`src/rtl/riscv_pkg.sv`:
```
// ---------------------------------------------------------------------------
// riscv_pkg
// Shared definitions for the hart-side peripherals.
//   - data-memory bus op encodings
//   - UART register word offsets (bus_addr[3:2]) and STATUS bit positions
//   - UART transmit FSM state type
//   - divisor clamp helper (a bit period shorter than 2 clocks is not allowed)
// ---------------------------------------------------------------------------
`timescale 1ns/1ps

package riscv_pkg;

    localparam logic [1:0] OP_IDLE  = 2'b00;
    localparam logic [1:0] OP_LOAD  = 2'b01;
    localparam logic [1:0] OP_STORE = 2'b10;

    localparam logic [1:0] UART_TXDATA = 2'd0;
    localparam logic [1:0] UART_STATUS = 2'd1;
    localparam logic [1:0] UART_DIV    = 2'd2;
    localparam logic [1:0] UART_RSVD   = 2'd3;

    localparam int STAT_FULL  = 0;
    localparam int STAT_EMPTY = 1;
    localparam int STAT_BUSY  = 2;
    localparam int STAT_OVF   = 3;

    localparam logic [15:0] DIV_MIN = 16'd2;

    typedef enum logic [1:0] {
        TX_IDLE  = 2'd0,
        TX_START = 2'd1,
        TX_DATA  = 2'd2,
        TX_STOP  = 2'd3
    } tx_state_t;

    function automatic logic [15:0] clamp_div(input logic [15:0] value);
        return (value < DIV_MIN) ? DIV_MIN : value;
    endfunction

endpackage

```
`src/rtl/riscv_sync_fifo.sv`:
```
// ---------------------------------------------------------------------------
// riscv_sync_fifo
// Single-clock FIFO with first-word fall-through read data.
//   clk    in   clock
//   rst_n  in   asynchronous active-low reset (empties the FIFO)
//   push   in   write wdata at the clock edge (ignored when full)
//   wdata  in   write data
//   pop    in   advance the read pointer at the clock edge (ignored when empty)
//   rdata  out  head entry, valid whenever empty is low
//   full   out  no free entry
//   empty  out  no stored entry
// DEPTH must be a power of two and at least 2. Pointers carry one extra
// wrap bit so full and empty are distinguishable without a counter.
// ---------------------------------------------------------------------------
`timescale 1ns/1ps

module riscv_sync_fifo #(
    parameter int WIDTH = 8,
    parameter int DEPTH = 8
) (
    input  logic             clk,
    input  logic             rst_n,
    input  logic             push,
    input  logic [WIDTH-1:0] wdata,
    input  logic             pop,
    output logic [WIDTH-1:0] rdata,
    output logic             full,
    output logic             empty
);

    localparam int AW = $clog2(DEPTH);

    logic [WIDTH-1:0] mem [DEPTH];
    logic [AW:0]      wr_ptr;
    logic [AW:0]      rd_ptr;
    logic             do_push;
    logic             do_pop;

    assign full    = (wr_ptr[AW] != rd_ptr[AW]) && (wr_ptr[AW-1:0] == rd_ptr[AW-1:0]);
    assign empty   = (wr_ptr == rd_ptr);
    assign do_push = push && !full;
    assign do_pop  = pop && !empty;
    assign rdata   = mem[rd_ptr[AW-1:0]];

    always_ff @(posedge clk or negedge rst_n) begin
        if (!rst_n) begin
            wr_ptr <= '0;
            rd_ptr <= '0;
        end else begin
            if (do_push) begin
                wr_ptr <= wr_ptr + 1'b1;
            end
            if (do_pop) begin
                rd_ptr <= rd_ptr + 1'b1;
            end
        end
    end

    // Storage needs no reset: resetting the pointers already discards it.
    always_ff @(posedge clk) begin
        if (do_push) begin
            mem[wr_ptr[AW-1:0]] <= wdata;
        end
    end

endmodule

```
`src/rtl/riscv_uart_mmio.sv`:
```
// ---------------------------------------------------------------------------
// riscv_uart_mmio
// Transmit-only 8N1 UART mapped into a 16-byte window on the hart's
// data-memory port.
//   clk           in   system clock
//   rst_n         in   asynchronous active-low reset
//   bus_addr      in   byte address; [31:4] selects the window, [3:2] the register
//   bus_op        in   00 idle, 01 load, 10 store, 11 treated as idle
//   bus_wdata     in   store data
//   bus_rdata     out  load data, combinational, 0 when bus_sel is low
//   bus_sel       out  combinational window hit for a load or store
//   uart_tx       out  serial line, registered, idles high
//   tx_empty_irq  out  registered: FIFO empty and transmitter idle
//
// Registers (word offset):
//   0x0 TXDATA   store pushes wdata[7:0]; load reads 0
//   0x4 STATUS   {28'b0, overflow, busy, fifo_empty, fifo_full}; store bit3 clears overflow
//   0x8 DIVISOR  clk cycles per bit, writes below 2 are clamped to 2
//   0xC reserved
//
// Transmit FSM:
//   state    | meaning
//   ---------+------------------------------------------------------------
//   TX_IDLE  | line high; pops the FIFO head as soon as one is present
//   TX_START | start bit (line low) for one bit period
//   TX_DATA  | eight data bits, LSB first, one bit period each
//   TX_STOP  | stop bit (line high) for one bit period, then back to idle
// ---------------------------------------------------------------------------
`timescale 1ns/1ps

module riscv_uart_mmio
    import riscv_pkg::*;
#(
    parameter logic [31:0] BASE_ADDR   = 32'h1000_0000,
    parameter int          FIFO_DEPTH  = 8,
    parameter logic [15:0] DEFAULT_DIV = 16'd434
) (
    input  logic        clk,
    input  logic        rst_n,
    input  logic [31:0] bus_addr,
    input  logic [1:0]  bus_op,
    input  logic [31:0] bus_wdata,
    output logic [31:0] bus_rdata,
    output logic        bus_sel,
    output logic        uart_tx,
    output logic        tx_empty_irq
);

    logic        in_window;
    logic [1:0]  reg_off;
    logic        reg_wr;
    logic        txdata_wr;
    logic        fifo_push;
    logic        fifo_pop;
    logic        fifo_full;
    logic        fifo_empty;
    logic [7:0]  fifo_rdata;
    logic [15:0] div;
    logic        overflow;
    logic        busy;
    logic [3:0]  status;

    tx_state_t   state;
    logic [7:0]  shreg;
    logic [15:0] bit_cnt;
    logic [2:0]  bit_idx;
    logic        bit_tc;

    logic        unused_bits;
    assign unused_bits = ^{bus_addr[1:0], bus_wdata[31:16]};

    // ---------------------------------------------------------------------
    // Address decode
    // ---------------------------------------------------------------------
    assign in_window = (bus_addr[31:4] == BASE_ADDR[31:4]);
    assign bus_sel   = in_window && ((bus_op == OP_LOAD) || (bus_op == OP_STORE));
    assign reg_off   = bus_addr[3:2];
    assign reg_wr    = bus_sel && (bus_op == OP_STORE);
    assign txdata_wr = reg_wr && (reg_off == UART_TXDATA);

    // fifo_full is registered state, so a store into a full FIFO is dropped
    // even when the transmitter pops on the same edge.
    assign fifo_push = txdata_wr && !fifo_full;
    assign fifo_pop  = (state == TX_IDLE) && !fifo_empty;

    assign busy = (state != TX_IDLE);

    always_comb begin
        status             = '0;
        status[STAT_FULL]  = fifo_full;
        status[STAT_EMPTY] = fifo_empty;
        status[STAT_BUSY]  = busy;
        status[STAT_OVF]   = overflow;
    end

    always_comb begin
        bus_rdata = '0;
        if (bus_sel) begin
            case (reg_off)
                UART_STATUS: bus_rdata = {28'b0, status};
                UART_DIV:    bus_rdata = {16'b0, div};
                default:     bus_rdata = '0;
            endcase
        end
    end

    // ---------------------------------------------------------------------
    // Control registers
    // ---------------------------------------------------------------------
    always_ff @(posedge clk or negedge rst_n) begin
        if (!rst_n) begin
            div      <= DEFAULT_DIV;
            overflow <= 1'b0;
        end else begin
            if (reg_wr && (reg_off == UART_DIV)) begin
                div <= clamp_div(bus_wdata[15:0]);
            end
            // Set and clear come from different offsets, so they never collide.
            if (txdata_wr && fifo_full) begin
                overflow <= 1'b1;
            end else if (reg_wr && (reg_off == UART_STATUS) && bus_wdata[STAT_OVF]) begin
                overflow <= 1'b0;
            end
        end
    end

    // ---------------------------------------------------------------------
    // TX FIFO
    // ---------------------------------------------------------------------
    riscv_sync_fifo #(
        .WIDTH (8),
        .DEPTH (FIFO_DEPTH)
    ) u_tx_fifo (
        .clk   (clk),
        .rst_n (rst_n),
        .push  (fifo_push),
        .wdata (bus_wdata[7:0]),
        .pop   (fifo_pop),
        .rdata (fifo_rdata),
        .full  (fifo_full),
        .empty (fifo_empty)
    );

    // ---------------------------------------------------------------------
    // Transmit FSM. bit_cnt is a down-counter reloaded with div-1 at every
    // bit boundary, so a divisor change lands on the next bit, never the
    // one in flight.
    // ---------------------------------------------------------------------
    assign bit_tc = (bit_cnt == 16'd0);

    always_ff @(posedge clk or negedge rst_n) begin
        if (!rst_n) begin
            state   <= TX_IDLE;
            shreg   <= '0;
            bit_cnt <= '0;
            bit_idx <= '0;
            uart_tx <= 1'b1;
        end else begin
            case (state)
                TX_IDLE: begin
                    uart_tx <= 1'b1;
                    if (!fifo_empty) begin
                        shreg   <= fifo_rdata;
                        bit_cnt <= div - 16'd1;
                        uart_tx <= 1'b0;
                        state   <= TX_START;
                    end
                end
                TX_START: begin
                    if (bit_tc) begin
                        bit_cnt <= div - 16'd1;
                        bit_idx <= 3'd0;
                        uart_tx <= shreg[0];
                        state   <= TX_DATA;
                    end else begin
                        bit_cnt <= bit_cnt - 16'd1;
                    end
                end
                TX_DATA: begin
                    if (bit_tc) begin
                        bit_cnt <= div - 16'd1;
                        if (bit_idx == 3'd7) begin
                            uart_tx <= 1'b1;
                            state   <= TX_STOP;
                        end else begin
                            // shreg[0] is on the line; the next bit is shreg[1].
                            shreg   <= {1'b0, shreg[7:1]};
                            uart_tx <= shreg[1];
                            bit_idx <= bit_idx + 3'd1;
                        end
                    end else begin
                        bit_cnt <= bit_cnt - 16'd1;
                    end
                end
                TX_STOP: begin
                    if (bit_tc) begin
                        state <= TX_IDLE;
                    end else begin
                        bit_cnt <= bit_cnt - 16'd1;
                    end
                end
                default: begin
                    state   <= TX_IDLE;
                    uart_tx <= 1'b1;
                end
            endcase
        end
    end

    always_ff @(posedge clk or negedge rst_n) begin
        if (!rst_n) begin
            tx_empty_irq <= 1'b1;
        end else begin
            tx_empty_irq <= fifo_empty && !busy;
        end
    end

endmodule

```
`config.mk`:
```
export PLATFORM = sky130hd
export DESIGN_NAME = riscv_uart_mmio
export DESIGN_NICKNAME = d
export VERILOG_FILES = /design/src/rtl/riscv_pkg.sv /design/src/rtl/riscv_sync_fifo.sv /design/src/rtl/riscv_uart_mmio.sv
export SDC_FILE = /design/constraint.sdc
export NUM_CORES = 1
export LEC_CHECK = 0
export BUFFER_PORTS_ARGS = -buffer_cell sky130_fd_sc_hd__buf_2
export CORE_MARGIN = 4
export CORE_UTILIZATION = 45
export DETAILED_ROUTE_END_ITERATION = 8
export GPL_TIMING_DRIVEN = 1
export PLACE_DENSITY = 0.64
export SYNTH_ARGS = -nofsm -noshare
export SYNTH_HDL_FRONTEND = slang
export SYNTH_SLANG_ARGS = --single-unit
```
`constraint.sdc`:
```
create_clock -name clk -period 3.7 [get_ports clk]
set_input_delay 0.74 -clock clk [delete_from_list [all_inputs] [get_ports clk]]
set_output_delay 0.74 -clock clk [all_outputs]
set_load 0.05 [all_outputs]
```
==> metrics <==
run status finished, final reports clean; count of mapped cells out of synthesis 493; area inside the core boundary 13400 um^2; count of endpoints failing hold in the final timing report 0; dominant register cell in the synthesized netlist edfxtp_1; cell at the root of the clock tree clkbuf_16; Gates resized, CTS repair 0; antenna cell count 0; total design power 0.003192 W; clock network latency to the later pin of the worst-skew pair 0.41 ns; maximum clock frequency 318.1 MHz; initial core utilization 0.4636; synthesized area divided by synthesized cell count 12.60 um^2; total of hold buffers inserted after clock tree synthesis 0; CTS clk-pin slew, worst paths 0.06 ns; post-synthesis compound-gate area fraction 0.1005; Antenna Nets Post-Route 0; unrepaired setup endpoints after global routing false; DRC violations left 0; worst clock skew 0.01065 ns; antenna violations before repair 0; TritonCTS clock tree done; via count of the first global-routing pass 4311; Routed WL per cell 18.40 um; type of the worst setup path in2out; utilization after layout 0.5430; Pwr Density 438.8 nW/um^2; number of flip-flops and latches in the synthesized netlist 120; share of post-route cells with drive strength above 1 0.3009; number of placement rows 42; global-route congestion overflow total 0; mux contribution to synthesized area 0.1162; Warnings, synthesis 0; placer's final routability congestion estimate 0.8639; number of ports placed on the die boundary 103; Post-synth EDFFs 64; # clock sinks 120; via-per-instance ratio 5.686; Total Negative Setup Slacks 0 ns; filler cell count in the final layout 1112; worst path required time 2.96 ns; sequential element share of the synthesized area 0.5364; part of the cycle the worst path needs 0.8495; headroom to the max-slew limit 0.4752; die area 15750 um^2; post-CTS repair timing setup buffer count 0; layout overhead on the synthesized area 17.12%; final WL 14.01 mm; capturing element type of the critical path output pin; fraction of synthesized cell area in xor and xnor cells 0.03666; worst-path fanout max 14; number of distinct library cells after synthesis 61; initial detailed-routing violation count 436; global-route usage over all layers 0.1831; quantity of I/O buffers inserted on ports 68; vias post-DR 4327; Syn Std Cell Area 6212 um^2; deepest level of the CTS H-tree 4; adder and majority cell fraction of the synthesized area 0.03021; Synth async-reset ratio 0.4667; count of max-cap constraint violations 0; maximum number of pins on one net before global-route repair 35; Net count, final 655; final critical-path required period 3.143 ns; slew of the pin with the lowest slew margin 0.7872 ns; Worst EP arrival 2.40 ns; Setup-failing EPs final 0; path class of the lowest-slack min-delay path in2async; vertical extent of the die 125.5 um; maximum count of clock buffers along a single path 2; final number of max-transition violations 0; TritonCTS buffer count 17; worst IR drop on VDD 388.7 uV; standby leakage power 2.973 nW; x dimension of the die 125.5 um; startpoint class of the critical path primary input; global-route wire length before repair 22.83 mm; HPWL after detailed placement 9.839 mm; router iterations before antenna repair 4; fraction of the mapped netlist area in simple logic gates 0.1317; main combinational cell family by area after synthesis simple AND/OR/NAND/NOR gates
==> report_power, final <==
group | leakage, nW | switching, W | internal, W
combinational | 1.39 | 0.000111 | 0.0000616
clock | 0.256 | 0.000625 | 0.000927
sequential | 1.33 | 0.0000212 | 0.00145
==> cells by family (layout without fill, tap and decap cells) <==
family,after synthesis,count (layout)
AND/OR/NAND/NOR,144,144
flip-flops,120,120
AO/OA/AOI/OAI,83,83
buffers and inverters,55,132
multiplexers,49,49
XOR/XNOR,26,26
adder cells (fa/ha/maj),15,15
other,1,16
==> metal layers <==
metal  track usage  up-vias  wire length, um
li1              -     2020                -
met1        0.2492     2169             6186
met2        0.2870      124             6838
met3       0.05586       14              791
met4       0.04974        0              189
met5             0        -                0
==> sequential cells by signal (all words and copies together), names as in the netlist, 2 cells and up <==
| signal | flops |
|---|---|
| div | 16 |
| u_tx_fifo.mem | 64 |
| shreg | 8 |
| bit_cnt | 16 |
| u_tx_fifo.rd_ptr | 4 |
| state | 2 |
| bit_idx | 3 |
| u_tx_fifo.wr_ptr | 4 |
==> worst paths after layout <==
check | depth (start not counted) | to | startpoint | slack (ns)
max reg2reg | 5 | bit_cnt[15] | bit_cnt[11] | 0.80
min | 1 | shreg[2] | rst_n | 0.41
min in group clk | 1 | u_tx_fifo.wr_ptr[3] | u_tx_fifo.wr_ptr[3] | 0.50
max in group asynchronous | 2 | div[4] | rst_n | 2.41
min reg2reg | 1 | u_tx_fifo.wr_ptr[3] | u_tx_fifo.wr_ptr[3] | 0.50
max | 10 | bus_rdata[3] | bus_op[0] | 0.56
==> stage by stage <==
step / instances / cell area [um^2] / hold WS, ns / setup slack (ns)
after floorplan: 508 / 6269 / 0.4444 / -0.1063
after global placement: 729 / 6721 / 0.4868 / 0.5878
after detailed placement: 729 / 6721 / 0.4822 / 0.5400
after CTS: 761 / 7276 / 0.4419 / 0.5422
after global routing: 761 / 7276 / 0.4702 / 0.3235
final: 761 / 7276 / 0.4052 / 0.5568
==> cells in the mapped netlist, types with 3 or more instances <==
master / n / share of area
inv_1: 16 / 0.0097
or3_1: 6 / 0.0060
clkbuf_1: 10 / 0.0060
a211oi_1: 3 / 0.0036
nand3_1: 9 / 0.0073
o22ai_1: 7 / 0.0070
mux4_2: 16 / 0.058
buf_2: 6 / 0.0048
a22oi_1: 4 / 0.0048
or4_4: 3 / 0.0054
buf_6: 3 / 0.0054
dfstp_2: 7 / 0.030
o21ai_0: 25 / 0.020
and3_1: 13 / 0.013
xnor2_1: 16 / 0.023
nand4_1: 7 / 0.0070
edfxtp_1: 64 / 0.31
nand2_1: 21 / 0.013
nand2b_1: 5 / 0.0050
dfrtp_1: 49 / 0.20
buf_1: 4 / 0.0024
or4_1: 7 / 0.0085
mux2_2: 25 / 0.045
a21oi_1: 5 / 0.0040
nor2_1: 25 / 0.015
a22o_1: 14 / 0.020
nor3_1: 17 / 0.014
mux2i_1: 8 / 0.013
buf_4: 16 / 0.019
ha_1: 15 / 0.030
xor2_1: 10 / 0.014
a31oi_1: 3 / 0.0030
nor4_1: 16 / 0.016
o2bb2ai_1: 3 / 0.0042
==> final cells by class <==
cell class                 instances  area, um^2  share of cell area
clock buffer                      19       432.9             0.05950
clock inverter                    13       121.4             0.01668
tap                              176       220.2             0.03027
inverter                          16       60.06            0.008255
multi-input combinational        333        2649              0.3641
sequential                       120        3332              0.4580
timing repair buffer              84       460.4             0.06328
==> critical path, cell delays in order <==
cell     delay (ns)
buf_2          0.08
inv_1          0.03
ha_1           0.28
nor4_1         0.16
nand4_1        0.24
nor2_1         0.15
buf_4          0.19
nand2_1        0.12
nor2_1         0.13
buf_2          0.27
==> cell usage in the layout, fill, tap and decap left out, types with 13 or more instances in the layout <==
cell / instances
nor2_1: 25
mux4_2: 16
ha_1: 15
and3_1: 13
edfxtp_1: 64
a22o_1: 14
nor4_1: 16
clkbuf_16: 17
conb_1: 16
buf_2: 68
inv_1: 16
nand2_1: 21
o21ai_0: 25
mux2_2: 25
dfrtp_1: 49
nor3_1: 17
xnor2_1: 16
buf_4: 16
(Power assumes the default switching activity.)
